### src/rtl/cpu_ctrl.sv
// ---------------------------------------------------------------------------
// cpu_ctrl -- multi-cycle control unit for the 16-bit CPU core.
//
// Fetches one instruction per pass (FETCH -> DECODE -> EXEC -> WB), decodes
// it and drives every ALU / PC / register-file control line. HALT parks the
// core until reset.
//
// Optional feature macro: CTRL_STEP_EN
//   defined   : single-step mode. key_ok is synchronised (2 flops) and
//               edge-detected; each rising edge seen while the FSM waits in
//               FETCH releases exactly one instruction fetch.
//   undefined : free-running; key_ok is ignored and no synchroniser is built.
//
// Ports:
//   clk            system clock, rising edge
//   rstn           asynchronous active-low reset
//   key_ok         single-step key (level, asynchronous; CTRL_STEP_EN only)
//   imem_req       instruction fetch request (registered)
//   imem_ack       fetch acknowledge, imem_data valid in the same cycle
//   imem_data      instruction word
//   alu_zero_flag  ALU zero result, sampled on the EXEC cycle only
//   alu_sel        ALU operation select (opcode)
//   rf_raddr1/2    operand register addresses (IR[7:4], IR[3:0])
//   rf_waddr       write-back register (IR[11:8])
//   rf_we          register-file write enable, one-cycle pulse in WB
//   pc_inc         PC += 1, one-cycle pulse in WB
//   pc_load        PC load / branch strobe, one-cycle pulse in WB
//   pc_offset      branch offset (IR[3:0])
//   pc_target      jump target (IR[7:0])
//   halted         core stopped on HALT
//   retired        retired-instruction count (wraps)
//   state_dbg      current FSM state, for debug and checkers
//
// Fetch handshake: a fetch completes in the cycle where imem_req and
// imem_ack are both high at the rising clock edge; imem_data is captured on
// that edge and imem_req is low from the next cycle on. imem_ack seen while
// imem_req is low is ignored. The memory may hold off imem_ack for any
// number of cycles; imem_req stays high until it arrives.
// ---------------------------------------------------------------------------
module cpu_ctrl #(
    parameter int WORD_SIZE   = 16,
    parameter int OP_SIZE     = 4,
    parameter int MEM_SIZE    = 8,
    parameter int OFFSET_SIZE = 4
) (
    input  logic                   clk,
    input  logic                   rstn,
    input  logic                   key_ok,
    output logic                   imem_req,
    input  logic                   imem_ack,
    input  logic [WORD_SIZE-1:0]   imem_data,
    input  logic                   alu_zero_flag,
    output logic [OP_SIZE-1:0]     alu_sel,
    output logic [3:0]             rf_raddr1,
    output logic [3:0]             rf_raddr2,
    output logic [3:0]             rf_waddr,
    output logic                   rf_we,
    output logic                   pc_inc,
    output logic                   pc_load,
    output logic [OFFSET_SIZE-1:0] pc_offset,
    output logic [MEM_SIZE-1:0]    pc_target,
    output logic                   halted,
    output logic [15:0]            retired,
    output logic [2:0]             state_dbg
);

    typedef enum logic [2:0] {
        S_FETCH  = 3'd0,
        S_DECODE = 3'd1,
        S_EXEC   = 3'd2,
        S_WB     = 3'd3,
        S_HALT   = 3'd4
    } state_t;

    localparam logic [OP_SIZE-1:0] OP_BEQ  = OP_SIZE'(12);
    localparam logic [OP_SIZE-1:0] OP_JMP  = OP_SIZE'(13);
    localparam logic [OP_SIZE-1:0] OP_NOP  = OP_SIZE'(14);
    localparam logic [OP_SIZE-1:0] OP_HALT = OP_SIZE'(15);

    state_t               state;
    state_t               state_next;
    logic [WORD_SIZE-1:0] ir;
    logic                 req_q;
    logic                 req_next;
    logic                 taken_q;
    logic [15:0]          retired_q;

    logic [OP_SIZE-1:0]   opcode;
    logic                 is_alu;
    logic                 fetch_go;
    logic                 wb_load;
    logic                 wb_inc;
    logic                 wb_we;
    logic                 retire_now;

    assign opcode   = ir[WORD_SIZE-1 -: OP_SIZE];
    // Opcodes 0x0..0xB are ALU operations; everything from BEQ up is control.
    assign is_alu   = (opcode < OP_BEQ);
    assign fetch_go = (state == S_FETCH) && req_q && imem_ack;

    // -----------------------------------------------------------------------
    // Single-step key conditioning
    // -----------------------------------------------------------------------
`ifdef CTRL_STEP_EN
    logic key_meta;
    logic key_sync;
    logic key_prev;
    logic step_edge;

    always_ff @(posedge clk or negedge rstn) begin
        if (!rstn) begin
            key_meta <= 1'b0;
            key_sync <= 1'b0;
            key_prev <= 1'b0;
        end else begin
            key_meta <= key_ok;
            key_sync <= key_meta;
            key_prev <= key_sync;
        end
    end

    // One-cycle pulse per press, no matter how long the key is held.
    assign step_edge = key_sync & ~key_prev;
`else
    logic unused_key;
    assign unused_key = key_ok;
`endif

    // -----------------------------------------------------------------------
    // State register and instruction-side registers
    // -----------------------------------------------------------------------
    always_ff @(posedge clk or negedge rstn) begin
        if (!rstn) begin
            state     <= S_FETCH;
            req_q     <= 1'b0;
            ir        <= '0;
            taken_q   <= 1'b0;
            retired_q <= 16'd0;
        end else begin
            state <= state_next;
            req_q <= req_next;
            if (fetch_go) begin
                ir <= imem_data;
            end
            // The zero flag only matters for BEQ, and only on the EXEC cycle.
            if (state == S_EXEC) begin
                taken_q <= (opcode == OP_BEQ) && alu_zero_flag;
            end
            if (retire_now) begin
                retired_q <= retired_q + 16'd1;
            end
        end
    end

    // -----------------------------------------------------------------------
    // Next-state and request logic
    // -----------------------------------------------------------------------
    always_comb begin
        state_next = state;
        req_next   = 1'b0;
        retire_now = 1'b0;

        case (state)
            S_FETCH: begin
                if (fetch_go) begin
                    state_next = S_DECODE;
                end
            end
            S_DECODE: begin
                if (opcode == OP_HALT) begin
                    state_next = S_HALT;
                    // HALT counts as retired the moment the core stops.
                    retire_now = 1'b1;
                end else begin
                    state_next = S_EXEC;
                end
            end
            S_EXEC: begin
                state_next = S_WB;
            end
            S_WB: begin
                state_next = S_FETCH;
                retire_now = 1'b1;
            end
            S_HALT: begin
                state_next = S_HALT;
            end
            default: begin
                state_next = S_FETCH;
            end
        endcase

        // imem_req is registered so it stays low during reset and rises on
        // the first edge after reset release.
`ifdef CTRL_STEP_EN
        // Wait in FETCH with the request low until a key edge arrives; the
        // request then holds until acknowledged. Edges at any other time
        // (including the acknowledge cycle) are dropped.
        if (state == S_FETCH && !fetch_go) begin
            req_next = req_q | step_edge;
        end
`else
        req_next = (state_next == S_FETCH);
`endif
    end

    // -----------------------------------------------------------------------
    // Write-back strobes: decoded from the state so that an asynchronous
    // reset removes them in the same instant.
    // -----------------------------------------------------------------------
    always_comb begin
        wb_we   = 1'b0;
        wb_inc  = 1'b0;
        wb_load = 1'b0;
        if (state == S_WB) begin
            if (is_alu) begin
                wb_we  = 1'b1;
                wb_inc = 1'b1;
            end else if (opcode == OP_BEQ) begin
                wb_load = taken_q;
                wb_inc  = ~taken_q;
            end else if (opcode == OP_JMP) begin
                wb_load = 1'b1;
            end else if (opcode == OP_NOP) begin
                wb_inc = 1'b1;
            end
        end
    end

    // -----------------------------------------------------------------------
    // Outputs. Decoded fields come straight from IR, so they are stable from
    // DECODE until the next fetch completes, and zero out of reset.
    // -----------------------------------------------------------------------
    assign imem_req  = req_q;
    assign alu_sel   = opcode;
    assign rf_raddr1 = ir[7:4];
    assign rf_raddr2 = ir[3:0];
    assign rf_waddr  = ir[11:8];
    assign pc_offset = ir[OFFSET_SIZE-1:0];
    assign pc_target = ir[MEM_SIZE-1:0];
    assign rf_we     = wb_we;
    assign pc_inc    = wb_inc;
    assign pc_load   = wb_load;
    assign halted    = (state == S_HALT);
    assign retired   = retired_q;
    assign state_dbg = state;

    // -----------------------------------------------------------------------
    // Structural properties of the control outputs
    // -----------------------------------------------------------------------
    a_pc_exclusive : assert property (@(posedge clk) disable iff (!rstn)
        !(pc_inc && pc_load));

    a_strobe_in_wb : assert property (@(posedge clk) disable iff (!rstn)
        (rf_we || pc_inc || pc_load) |-> (state == S_WB));

    a_no_req_when_halted : assert property (@(posedge clk) disable iff (!rstn)
        halted |-> !imem_req);

endmodule

### config.mk
export PLATFORM = sky130hd
export DESIGN_NAME = cpu_ctrl
export DESIGN_NICKNAME = d
export VERILOG_FILES = /design/src/rtl/cpu_ctrl.sv
export SDC_FILE = /design/constraint.sdc
export NUM_CORES = 1
export LEC_CHECK = 0
export CORE_MARGIN = 2
export CORE_UTILIZATION = 50
export CTS_CLUSTER_SIZE = 25
export DETAILED_ROUTE_END_ITERATION = 16
export DONT_BUFFER_PORTS = 1
export HOLD_SLACK_MARGIN = 0.06
export PLACE_DENSITY_LB_ADDON = 0.25
export SETUP_SLACK_MARGIN = 0.02
export SKIP_LAST_GASP = 1
export SYNTH_ARGS = -nofsm -noshare
export SYNTH_HDL_FRONTEND = slang
export SYNTH_SLANG_ARGS = --single-unit
### constraint.sdc
create_clock -name clk -period 1.6 [get_ports clk]
set_input_delay 0.4 -clock clk [delete_from_list [all_inputs] [get_ports clk]]
set_output_delay 0.4 -clock clk [all_outputs]
set_load 0.01 [all_outputs]
---- Yosys cells after proc, flatten, opt, wreduce, memory -nomap -nowiden ----
Cells that the tools add are included.
word-level totals
  logic and storage cells ................. 37
  output and inout bits ................... 52
  input bits .............................. 21
  flip-flop bits (word level) ............. 37
operators by class
  muxes and demuxes ....................... 16
  equal/unequal tests ..................... 8
  reductions and logical operators ........ 5
  $lt $le $gt $ge ......................... 1
  bitwise operators ....................... 1
  $add $sub $neg .......................... 1
operators by type and width
  operator                 count
  $add A16 B1 Y16 const B  1
  $eq A4 B4 Y1 const B     4
  $mux W1                  12
  $pmux W3 S4              1
  $eq A3 B2 Y1 const B     2
  $logic_not A3 Y1         2
  $mux W3                  2
  $lt A4 B4 Y1 const B     1
  $eq A3 B1 Y1 const B     1
  $eq A3 B3 Y1 const B     1
  $logic_and A1 B1 Y1      3
  $pmux W1 S2              1
  $not A1 Y1               1

---- Longest topological paths before layout ----
Gate-level depths: netlist (run 1).
  depth in word-level cells ............... 6
  mapped depth ............................ 6
  mapped depth without buffers ............ 4

---- Worst setup path before layout (run 1) ----
No wires, ideal clock.
  path type ............................... reg-to-output
  from .................................... register state[2], in the netlist state_dbg[2]
  to ...................................... output pc_load
  path buffers ............................ 0
  data arrival time ....................... 1283 ps
  path slack .............................. -83 ps
  stages on the path, launching flop included .. 4
  cell sequence ........................... dfrtp_1 -> and2b_1 -> nand2_1 -> nor4_1
on the way
  cells in the longest elaborated chain, start to end .. 2
RTL lines
  item                    line  text
  from (decl)             80    state_t state;
  from (signal assigned)  140   state <= state_next;
  $eq A3 B2 Y1            215   if (state == S_WB) begin
  $mux W1                 215
  to (decl)               59    output logic pc_load,
Every way passes these cells.

---- Final worst setup path (run 1) ----
Ends and elaborated chain as after synthesis.

==> metrics.yaml, run 1 <==
run_status:
  status: "complete, but fails checks"
  violations: "setup timing"
timing:
  relSlewSlack: 0.7797
  fin_crit_ns: 1.711
  layout_setup_ws_ns: -0.1114
  fmax_ghz: 0.5843
  setup_viol: 3
  final-hold-violation-count: 0
  period_share: 1.070
  skew_ns: 0.008686
  hold_ws_ns: 0.1984
  slew_viol_final: 0
  fin_setup_tns_ns: -0.3243
  rsz0062_at_grt: "true"
  tightest_slew_ns: 0.3295
setup_path:
  r2r_slack_ns: 0.05
  r2r-end: "ir[6]"
  end_kind: "primary output"
  r2r_cells: 5
  r2r-start: "state_dbg[2]"
  crit_start: "state_dbg[2]"
  crit_required_ns: 1.20
  critPathMaxFanout: 2
  arrival_ns: 1.31
  startpoint_type: "register"
  worstSetupPathType: "reg -> out"
clock_network:
  clock_sinks: 37
  clockBufferDepth: 2
  clk_transition_reported_paths_ns: 0.10
  h-tree-depth: 2
  cts_made_buffers: 5
  cts-root-buf: "clkbuf_4"
  clk_latency_ns: 0.33
  tritoncts: "yes"
floorplanning:
  io_pins: 73
  die_w_um: 64.24
  die-area_sq_um: 4126
  rows: 21
  die_h_um: 64.24
  core_region_area_sq_um: 3416
  start_util: 0.5311
synth:
  yosysSeqAreaShare: 0.5103
  ys_async_sr_fraction: 1.000
  syn_area_per_cell_sq_um: 12.01
  synthFlopType: "dfrtp_1"
  synth_top_area_share: 0.5103
  synth_area_leaders: "dfrtp_1 51%, mux2_4 5.8%, buf_4 5.0%, mux2_2 5.0%, xor2_1 4.3%"
  syn_inst: 151
  ys_seq_elements: 37
  synth_common_cells: "37 x dfrtp_1, 15 x nand2_1, 12 x buf_4"
  syn_area_sq_um: 1814
  synth_top_area_cell: "dfrtp_1"
  post-synth-top-count-cell: "dfrtp_1"
  yosysWarningCount: 0
  syn-num-nets: 173
  synth_edf_count: 0
  synthDistinctLibCells: 30
layout:
  drive_gt1_frac: 0.4195
  n_fill_cell: 281
  antenna_cells: 0
  flow.area_growth_from_synthesis_pct: 20.07
  seq_area_sq_um: 928.4
  layout.nets: 196
  multi_input_comb_area_sq_um: 848.3
grt:
  grt_max_degree: 38
  antenna_found_initial: 0
  grt_pass1_wl_mm: 5.837
  grt_pass1_vias: 1220
  gr-total-overflow: 0
  grt_usage: 0.1834
power_and_ir_drop:
  seqPwrFrac: 0.443
  p_sw_frac: 0.3998
  clock_power_share: 0.130
  power.leakage_nw: 1.051
  p_comb_frac: 0.427
  intPower_mw: 2.303
  peakVddDrop_mv: 0.9589
  p_switching_mw: 1.534
  powerDensity_nw_per_um2: 1761
drt:
  firstDrtPassIters: 4
  drtIter0Drc: 33
  drtAntennaViolNets: 0
  via_per_inst: 5.423
  routedWlPerCell_um: 17.77
  vias: 1193
  wl_mm: 3.909
  drc: 0
placed_design:
  dp_hpwl_mm: 2.558
  portBuffers: 0
  routabilityCongestion: 0.8335
job:
  cap_violations: 0
hold_path:
  min_path_type: "in -> reg"
  holdPathEnd: "ir[13]"
  whs_path_depth: 2
  hold_path_startpoint: "imem_data[13]"
## per-stage QoR
stage                     instance area (sq um)    util  worst slack (ns)  power, mW  cells
after floorplan                            1827       -          -0.03841      2.802    151
final                                      2178  0.6377           -0.1114      3.837    220
after global routing                       2178  0.6377           -0.1837      4.092    220
after CTS                                  2054  0.6015           -0.1865      3.611    214
after global placement                     1914  0.5604           0.09735      2.920    203
after detailed placement                   1914  0.5604           0.03965      2.981    203
## worst max-delay path by stage
stage / end / slack, ns / depth (start not counted)
finish: pc_load / -0.11 / 3
global route: pc_load / -0.18 / 3
CTS: pc_load / -0.19 / 3
detailed placement: pc_load / 0.04 / 3
global placement: pc_load / 0.1 / 3
floorplan: ir[0] / -0.04 / 4
## kinds of logic (layout without fill, tap and decap cells)
family,after synthesis,in the layout,synth area share
compound gates,6,6,0.02276
flops,37,37,0.5103
simple gates,57,57,0.1972
mux,16,16,0.1131
fa+ha+maj,1,1,0.006895
buf+inv,19,42,0.07724
xor+xnor,15,15,0.07242
## power groups by stage
stage                     registers (mW)  clock network [mW]  logic [mW]
after floorplan                     1.67                   0        1.13
after global placement              1.67                   0        1.25
after detailed placement            1.69                   0        1.29
after CTS                           1.68               0.523        1.41
after global routing                1.75               0.566        1.78
final                               1.70               0.501        1.64
## per-layer routing
layer,share of wire,wire length [um],global-route usage,vias up
met5,0,0,0,-
met4,0.014,56,0.06649,0
met3,0.051,198,0.05986,7
met2,0.54,2112,0.2969,31
met1,0.39,1542,0.2294,604
li1,-,-,-,551
## state kept, by name (all words and copies together), names as in the netlist
register	flops
imem_req	1
ir	16
taken_q	1
retired	16
state_dbg	3
## layout make-up
class	count	share of cell area
clock buffers	6	0.02355
clock inverters	1	0.003446
inverters	3	0.005169
multi-input cells	95	0.3894
flip-flops and latches	37	0.4262
well taps	46	0.02642
repair buffers	32	0.1258
## critical path, stage by stage (launching register included)
cell,delay (ns)
dfrtp_1,0.39
and2b_2,0.25
nand2_4,0.06
nor4_4,0.29
## placed cells by master (no fill, tap or decap), types with 3 or more instances in the layout
master	n
nand3_1	4
xor2_1	9
inv_1	3
nand4_1	7
dfrtp_1	35
xnor2_1	6
nor3_1	3
mux2_4	15
and3_1	3
buf_6	5
nand2_1	13
buf_4	25
nor4_4	4
nor2_1	7
o21ai_0	3
clkbuf_4	5
## repair_timing
item / in CTS / in global routing
hold buffers: 2 / 0
pin swaps: 2 / 7
endpoints found under the setup margin: 4 / 20
hold endpoints to repair: 37 / 0
cloned: 0 / 1
setup buffers: 2 / 6
gates resized for setup: 8 / 23
(Power assumes the default switching activity.)
==> run 2, diff against run 1 <==
--- a/config.mk
+++ b/config.mk
@@ -5,14 +5,14 @@
 export SDC_FILE = /design/constraint.sdc
 export NUM_CORES = 1
 export LEC_CHECK = 0
+export BUFFER_PORTS_ARGS = -buffer_cell sky130_fd_sc_hd__buf_2
 export CORE_MARGIN = 2
-export CORE_UTILIZATION = 50
+export CORE_UTILIZATION = 43
 export CTS_CLUSTER_SIZE = 25
 export DETAILED_ROUTE_END_ITERATION = 16
-export DONT_BUFFER_PORTS = 1
 export HOLD_SLACK_MARGIN = 0.06
 export PLACE_DENSITY_LB_ADDON = 0.25
-export SETUP_SLACK_MARGIN = 0.02
+export SETUP_SLACK_MARGIN = 0.05
 export SKIP_LAST_GASP = 1
 export SYNTH_ARGS = -nofsm -noshare
 export SYNTH_HDL_FRONTEND = slang
==> run 2 against run 1 <==
  * The run still ends with setup timing left
  * Sequential cell count unchanged
  * Critical path depth grew 1
  * Final cell count up 31%
  * Combinational power rose by 24%
  * Count of clock-buffer cells in the layout increased by 2
  * Non-clock buffer count up 64
  * Die area rose by 15%
  * Via count increased by 18%
  * Sequential share of layout area down 4.5 points
  * Global-route usage is 0.90 points lower
  * Sequential power down 12%
==> metrics.yaml, run 2 (synthesis gave the netlist of run 1 again) <==
floorplanning:
  die_h_um: 68.96  # +7.3%
  die_w_um: 68.96  # +7.3%
  core_region_area_sq_um: 4029  # +18%
  start_util: 0.4503  # -0.08082
  io_pins: 73  # unchanged
  die-area_sq_um: 4755  # +15%
  rows: 23  # +9.5%
drt:
  drtAntennaViolNets: 0  # unchanged
  firstDrtPassIters: 4  # unchanged
  drc: 0  # unchanged
  routedWlPerCell_um: 13.52  # -24%
  drtIter0Drc: 45  # +36%
  vias: 1412  # +18%
  wl_mm: 3.908  # about the same
  via_per_inst: 4.886  # -9.9%
grt:
  grt_max_degree: 38  # unchanged
  grt_pass1_vias: 1260  # +3.3%
  gr-total-overflow: 0  # unchanged
  antenna_found_initial: 0  # unchanged
  grt_pass1_wl_mm: 5.947  # +1.9%
  grt_usage: 0.1743  # -0.009040
timing:
  fin_setup_tns_ns: -0.04890  # +0.2754 ns
  skew_ns: 0.005260  # -0.003426 ns
  period_share: 1.031  # -0.03907
  layout_setup_ws_ns: -0.04890  # +0.06251 ns
  fin_crit_ns: 1.649  # -0.06251 ns
  setup_viol: 1  # -2
  slew_viol_final: 0  # unchanged
  fmax_ghz: 0.6065  # +3.8%
  tightest_slew_ns: 0.4658  # +0.1362 ns
  relSlewSlack: 0.6895  # -0.09022
  final-hold-violation-count: 0  # unchanged
  rsz0062_at_grt: "true"
run_status:
  violations: "setup timing"
  status: "complete, but fails checks"
clock_network:
  clk_latency_ns: 0.28  # -0.05 ns
  clk_transition_reported_paths_ns: 0.07  # -0.03 ns
  hold_buffers: 0  # -2
  tritoncts: "yes"
  clock_sinks: 37  # unchanged
  cts_made_buffers: 5  # unchanged
  cts-root-buf: "clkbuf_8"
  clockBufferDepth: 2  # unchanged
  h-tree-depth: 2  # unchanged
placed_design:
  placed_cells: 272  # +34%
  routabilityCongestion: 0.7235  # -13%
  portBuffers: 71  # +71
  dp_hpwl_mm: 2.670  # +4.4%
setup_path:
  cp_cell_sequence: "and2b_1 > nand2_2 > nor4_2 > buf_2"
  crit_family: "simple AND/OR/NAND/NOR gates"
  r2r-end: "ir[2]"
  critPathMaxFanout: 3  # +1
  slowest_delay_ns: 0.38  # about the same
  crit_required_ns: 1.20  # about the same
  arrival_ns: 1.25  # -0.06 ns
  startpoint_type: "register"
  crit_slowest_cell: "dfrtp_1"
  r2r_cells: 4  # -1
  end_kind: "primary output"
  r2r_slack_ns: 0.06  # about the same
  worstSetupPathType: "reg -> out"
  r2r-start: "state_dbg[2]"
  worstPathBufferInverterCount: 1  # +1
job:
  cap_violations: 0  # unchanged
layout:
  antenna_cells: 0  # unchanged
  final_common_cell: "buf_2"
  drive_gt1_frac: 0.5732  # +0.1537
  seq_area_sq_um: 928.4  # unchanged
  fin_cells: 289  # +31%
  multi_input_comb_area_sq_um: 795.8  # -6.2%
  layout.nets: 260  # +33%
  final_cell_mix: "71 x buf_2, 35 x dfrtp_1, 21 x buf_4, 14 x nand2_1"
  n_fill_cell: 350  # +25%
  flow.area_growth_from_synthesis_pct: 34.28
power_and_ir_drop:
  power.leakage_nw: 1.287  # +22%
  peakVddDrop_mv: 0.9355  # -2.4%
  powerDensity_nw_per_um2: 1703  # -3.3%
hold_path:
  min_path_type: "in -> async"
==> run 2: cell count changes in the layout (fill, tap and decap cells not counted), moves of 3 or more <==
| cell | before | now |
|---|---|---|
| mux2_4 | 15 | 7 |
| clkbuf_8 | 1 | 5 |
| buf_2 | 0 | 71 |
| clkbuf_4 | 5 | 0 |
| buf_4 | 25 | 21 |
| clkbuf_1 | 0 | 3 |
| mux2_2 | 0 | 8 |
==> run 2: layout make-up <==
cell class | count | area share
flip-flops and latches | 37 | 0.3811
multi-input cells | 95 | 0.3267
inverters | 3 | 0.004622
clock buffers | 8 | 0.03287
well taps | 50 | 0.02568
repair buffers | 96 | 0.2291
==> run 2: per-stage QoR <==
stage	cell area [sq um]	hold WS, ns	worst slack, ns	util	power (mW)
2_1_floorplan	1827	0.1044	-0.03841	-	2.802
3_3_place_gp	2230	0.4530	0.05842	0.5534	3.315
3_5_place_dp	2230	0.4568	0.03555	0.5534	3.347
4_1_cts	2370	0.1658	-0.06655	0.5882	4.113
5_1_grt	2436	0.1945	-0.1407	0.6047	4.478
6_report	2436	0.1549	-0.04890	0.6047	4.147
==> run 2: routing by layer <==
metal  wire length [um]  GRT usage
met4                 39    0.06618
met1               1756     0.2248
met3                206    0.05682
met5                  0          0
met2               1905     0.2728
==> run 2: worst max path at each step <==
stage	startpoint	endpoint	slack, ns	cells past startpoint
finish	state_dbg[2]	pc_load	-0.05	4
global placement	imem_ack	ir[12]	0.06	5
detailed placement	imem_ack	ir[2]	0.04	5
floorplan	state_dbg[1]	ir[0]	-0.04	4
CTS	state_dbg[2]	pc_load	-0.07	4
global route	state_dbg[2]	pc_load	-0.14	4
==> run 2: timing repair <==
| item | 4_1_cts | 5_1_grt |
|---|---|---|
| buffers inserted | 5 | 4 |
| endpoints found under the setup margin | 4 | 25 |
| pin swaps | 3 | 3 |
| cloned | 0 | 0 |
| resized for setup | 7 | 9 |
==> run 2: power breakdown <==
group	internal [mW]	total, mW	leakage, nW	switching (mW)
clock	0.309	0.614	0.0395	0.305
combinational	1.05	2.04	0.777	0.997
sequential	1.25	1.49	0.470	0.239
